[src/rtl/mem_wb_stage.sv]
// MEM/WB pipeline register with valid/ready handshake, synchronous flush and
// optional two-entry skid buffer (define MEM_WB_SKID_EN to enable the skid register).
module mem_wb_stage #(
  parameter int DATA_W = 32,
  parameter int BYTE_W = 8,
  parameter int REG_AW = 4
) (
  input  logic              clk,
  input  logic              rst_n,
  input  logic              flush,
  input  logic              in_valid,
  output logic              in_ready,
  input  logic              sel_dat_in,
  input  logic              sel_c_in,
  input  logic              we_v_in,
  input  logic              we_c_in,
  input  logic              sel_sto_in,
  input  logic [DATA_W-1:0] do_in,
  input  logic [BYTE_W-1:0] dob_in,
  input  logic [DATA_W-1:0] alu_result_in,
  input  logic [REG_AW-1:0] rg_in,
  output logic              out_valid,
  input  logic              out_ready,
  output logic              sel_dat,
  output logic              sel_c,
  output logic              we_v,
  output logic              we_c,
  output logic              sel_sto,
  output logic [DATA_W-1:0] do_out,
  output logic [BYTE_W-1:0] dob,
  output logic [DATA_W-1:0] alu_result,
  output logic [REG_AW-1:0] rg
);

  typedef struct packed {
    logic              sel_dat;
    logic              sel_c;
    logic              we_v;
    logic              we_c;
    logic              sel_sto;
    logic [DATA_W-1:0] dat;
    logic [BYTE_W-1:0] byt;
    logic [DATA_W-1:0] alu;
    logic [REG_AW-1:0] rg;
  } wb_entry_t;

  localparam logic [1:0] ST_EMPTY = 2'd0;
  localparam logic [1:0] ST_ONE   = 2'd1;
  localparam logic [1:0] ST_FULL  = 2'd2;

  logic [1:0] state_q, state_d;
  wb_entry_t  in_ent, main_q, main_d;
  logic       accept, xfer;

  assign in_ent = {sel_dat_in, sel_c_in, we_v_in, we_c_in, sel_sto_in,
                   do_in, dob_in, alu_result_in, rg_in};

  assign out_valid = (state_q != ST_EMPTY);
  assign xfer      = out_valid && out_ready;
  assign accept    = in_valid && in_ready;

`ifdef MEM_WB_SKID_EN
  wb_entry_t skid_q, skid_d;
  logic      ready_q;

  // Registered ready: upstream never sees a path from out_ready.
  assign in_ready = ready_q;

  always_comb begin
    state_d = state_q;
    main_d  = main_q;
    skid_d  = skid_q;
    case (state_q)
      ST_EMPTY: begin
        if (accept) begin
          state_d = ST_ONE;
          main_d  = in_ent;
        end
      end
      ST_ONE: begin
        if (xfer && accept) begin
          main_d = in_ent;
        end else if (xfer) begin
          state_d = ST_EMPTY;
        end else if (accept) begin
          state_d = ST_FULL;
          skid_d  = in_ent;
        end
      end
      ST_FULL: begin
        if (xfer) begin
          state_d = ST_ONE;
          main_d  = skid_q;
        end
      end
      default: state_d = ST_EMPTY;
    endcase
    // Flush wins over everything; payload is left untouched and gated at the outputs.
    if (flush) begin
      state_d = ST_EMPTY;
      main_d  = main_q;
      skid_d  = skid_q;
    end
  end

  always_ff @(posedge clk or negedge rst_n) begin
    if (!rst_n) begin
      state_q <= ST_EMPTY;
      main_q  <= '0;
      skid_q  <= '0;
      ready_q <= 1'b1;
    end else begin
      state_q <= state_d;
      main_q  <= main_d;
      skid_q  <= skid_d;
      ready_q <= (state_d != ST_FULL);
    end
  end
`else
  // Without skid storage a new entry can only enter as the held one leaves.
  assign in_ready = !out_valid || out_ready;

  always_comb begin
    state_d = state_q;
    main_d  = main_q;
    case (state_q)
      ST_EMPTY: begin
        if (accept) begin
          state_d = ST_ONE;
          main_d  = in_ent;
        end
      end
      ST_ONE: begin
        if (accept) begin
          main_d = in_ent;
        end else if (xfer) begin
          state_d = ST_EMPTY;
        end
      end
      ST_FULL: state_d = ST_EMPTY;
      default: state_d = ST_EMPTY;
    endcase
    if (flush) begin
      state_d = ST_EMPTY;
      main_d  = main_q;
    end
  end

  always_ff @(posedge clk or negedge rst_n) begin
    if (!rst_n) begin
      state_q <= ST_EMPTY;
      main_q  <= '0;
    end else begin
      state_q <= state_d;
      main_q  <= main_d;
    end
  end
`endif

  // Bubbles must never write the register file or flags.
  assign we_v       = main_q.we_v & out_valid;
  assign we_c       = main_q.we_c & out_valid;
  assign sel_dat    = main_q.sel_dat;
  assign sel_c      = main_q.sel_c;
  assign sel_sto    = main_q.sel_sto;
  assign do_out     = main_q.dat;
  assign dob        = main_q.byt;
  assign alu_result = main_q.alu;
  assign rg         = main_q.rg;

endmodule

[config.mk]
export PLATFORM = sky130hd
export DESIGN_NAME = mem_wb_stage
export DESIGN_NICKNAME = d
export VERILOG_FILES = /design/src/rtl/mem_wb_stage.sv
export SDC_FILE = /design/constraint.sdc
export NUM_CORES = 1
export LEC_CHECK = 0
export BUFFER_PORTS_ARGS = -buffer_cell sky130_fd_sc_hd__buf_2
export CAP_MARGIN = 20
export CORE_MARGIN = 4
export CORE_UTILIZATION = 30
export CTS_BUF_LIST = sky130_fd_sc_hd__clkbuf_2
export DETAILED_ROUTE_END_ITERATION = 7
export PLACE_DENSITY = 0.65
export SYNTH_ARGS = -nofsm -noshare
export SYNTH_HDL_FRONTEND = slang
export SYNTH_SLANG_ARGS = --single-unit
[constraint.sdc]
create_clock -name clk -period 2 [get_ports clk]
set_clock_uncertainty 0.05 [all_clocks]
set_input_delay 0.4 -clock clk [delete_from_list [all_inputs] [get_ports clk]]
set_output_delay 0.4 -clock clk [all_outputs]
set_load 0.01 [all_outputs]
==> results_dict.tcl <==
set metrics [dict create \
    seq_area_frac_synth 0.506 \
    cts_tree "built" \
    relSlewSlack 0.624 \
    cts.reportedPaths.clkPinSlew_ns 0.21 \
    period_needed_ns 1.90 \
    post-route-drc-count 0 \
    initial_core_util 0.307 \
    wire_per_inst_um 14.9 \
    nNetsFinal 529 \
    cp_data_required_time_ns 2.41 \
    status "finished, final reports clean" \
    synth_seq_cells 82 \
    root_buffer "clkbuf_2" \
    worstSkewPairLatency_ns 0.53 \
    p_clk_frac 0.177 \
    reg2regPathDepth 6 \
    die_x_um 124 \
    htreeDepth 3 \
    crit_type "reg -> reg" \
    p_leak_uw 0.00273 \
    hp-class "in -> async" \
    seq_power_share 0.517 \
    fillers 1220 \
    yosys_warnings 0 \
    synth.area.top_cells "dfrtp_1, mux2_4, buf_4" \
    arrival_ns 2.31 \
    max_freq_ghz 0.526 \
    final_max_slew_viol_count 0 \
    syn2layout_area_growth_pct 33.9 \
    power_density_nw_per_um2 748 \
    final_common_cell "buf_2" \
    vias 2496 \
    row_count 42 \
    worst_pin_slew_ns 0.564 \
    maxCapViolCount 0 \
    totalWireLength_um 9300 \
    pin_count 169 \
    layout_common_cells "buf_2, dlygate4sd3_1, dfrtp_1" \
    die_h_um 124 \
    p_sw_uw 1210 \
    hold_viol_final 0 \
    synth_fp_nets 341 \
    synth_top_cell_area_share 0.506 \
    grt_pass1_vias 2863 \
    dr.pass1.iters 4 \
    r2r_slack_ns 0.1 \
    port_buffers 168 \
    vias_per_cell 3.99 \
    clock_path_buffers 2 \
    startpoint_type "register" \
    clock-sinks 82 \
    grt_max_degree 43 \
    yosysTopAreaCell "dfrtp_1" \
    netlist_area_um2 4060 \
    vdd_drop_max_mv 0.270 \
    timing.final.crit_share 0.951 \
    grt_pass1_wl_um 15400 \
    grt_antenna_before_repair 1 \
    intPower_uw 2850 \
    syn_avg_cell_area_um2 15.9 \
    rsz0062_at_grt "no" \
    core_area_um2 13200 \
    path_max_fanout 23 \
    drt_iter0_markers 92 \
    overflow 0 \
    final.setup.tns_ns 0 \
    track_usage 0.126 \
    synth.distinct_cells 11 \
    cts_resized 0 \
    dp_hpwl_um 5830 \
    dieArea_um2 15500 \
    fin_total_pwr_uw 4070 \
    swShare 0.298 \
    place.gp.congestion 0.745 \
    crit_path_end_kind "register" \
    finalSetupViolCount 0 \
    p_comb_frac 0.306 \
    antenna_left 0 \
    numCtsBuffers 9 \
    drive_gt1_frac 0.621 \
    synthCells 255 \
]
==> metal layers <==
metal  GRT usage  vias to the layer above  wire length, um
li1            -                     1149                -
met1       0.143                     1215             3790
met2       0.208                      109             4650
met3      0.0395                       23              517
met4      0.0735                        0              342
met5           0                        -                0
==> final timing paths <==
check / from / to
max reg2reg: state_q[0] / do_out[18]
max: state_q[0] / do_out[18]
min reg2reg: do_out[5] / do_out[5]
min: rst_n / do_out[4]
max in group asynchronous: rst_n / alu_result[28]
min in group clk: in_valid / alu_result[30]
==> power by group through the flow <==
stage / registers [uW] / clock network [uW] / logic (uW)
2_1_floorplan: 2090 / 0 / 1040
3_3_place_gp: 2120 / 0 / 1100
3_5_place_dp: 2120 / 0 / 1120
4_1_cts: 2100 / 790 / 1250
5_1_grt: 2140 / 840 / 1330
6_report: 2100 / 718 / 1250
==> cell type report <==
type	count	area [um2]	area share
Tap cell	176	220	0.0405
Clock buffer	9	45.0	0.00829
Sequential cell	82	2050	0.377
Clock inverter	7	36.3	0.00667
Antenna cell	1	2.50	0.000460
Inverter	1	3.75	0.000690
Multi-Input combinational cell	87	1270	0.233
Timing Repair Buffer	262	1810	0.333
==> worst max-delay path, stage by stage (launching register included) <==
cell,delay (ns)
dfrtp_1,0.48
nor2b_4,0.15
buf_4,0.14
nor3b_4,0.21
buf_12,0.21
buf_12,0.22
mux2_2,0.36
==> sequential cells by signal (all words and copies together), names as in the netlist <==
name and count:
alu_result 32, do_out 32, dob 8, rg 4
main_q 2, sel_c 1, sel_dat 1, sel_sto 1
state_q 1
==> logic make-up (layout without fill, tap and decap cells) <==
kind of cell | count (synthesis) | count (layout) | synth area share
buffers and inverters | 86 | 279 | 0.184
and+or+nand+nor | 6 | 6 | 0.0120
muxes | 81 | 81 | 0.299
DFF | 82 | 82 | 0.506
other | 0 | 1 | 0
==> cells in the mapped netlist <==
library cell / number
buf_4: 76
dfrtp_1: 82
nor3b_2: 1
mux2_2: 1
buf_6: 1
buf_12: 8
mux2_4: 80
nor2_1: 2
inv_1: 1
nor2b_4: 1
and2_2: 2
==> per-stage QoR <==
stage	setup slack (ns)	std cells	util	area [um2]	hold WS, ns
final	0.0977	625	0.411	5440	0.290
after global routing	0.0294	625	0.411	5440	0.275
after CTS	0.00995	623	0.410	5430	0.233
after detailed placement	0.223	523	0.340	4500	0.384
after global placement	0.267	523	0.340	4500	0.379
after floorplan	0.448	255	-	4060	0.0544
==> timing repair <==
item,CTS,global route
setup buffers,0,1
endpoints found under the setup margin,0,1
hold buffers,84,0
hold endpoints to repair,122,0
(Power assumes the default switching activity.)
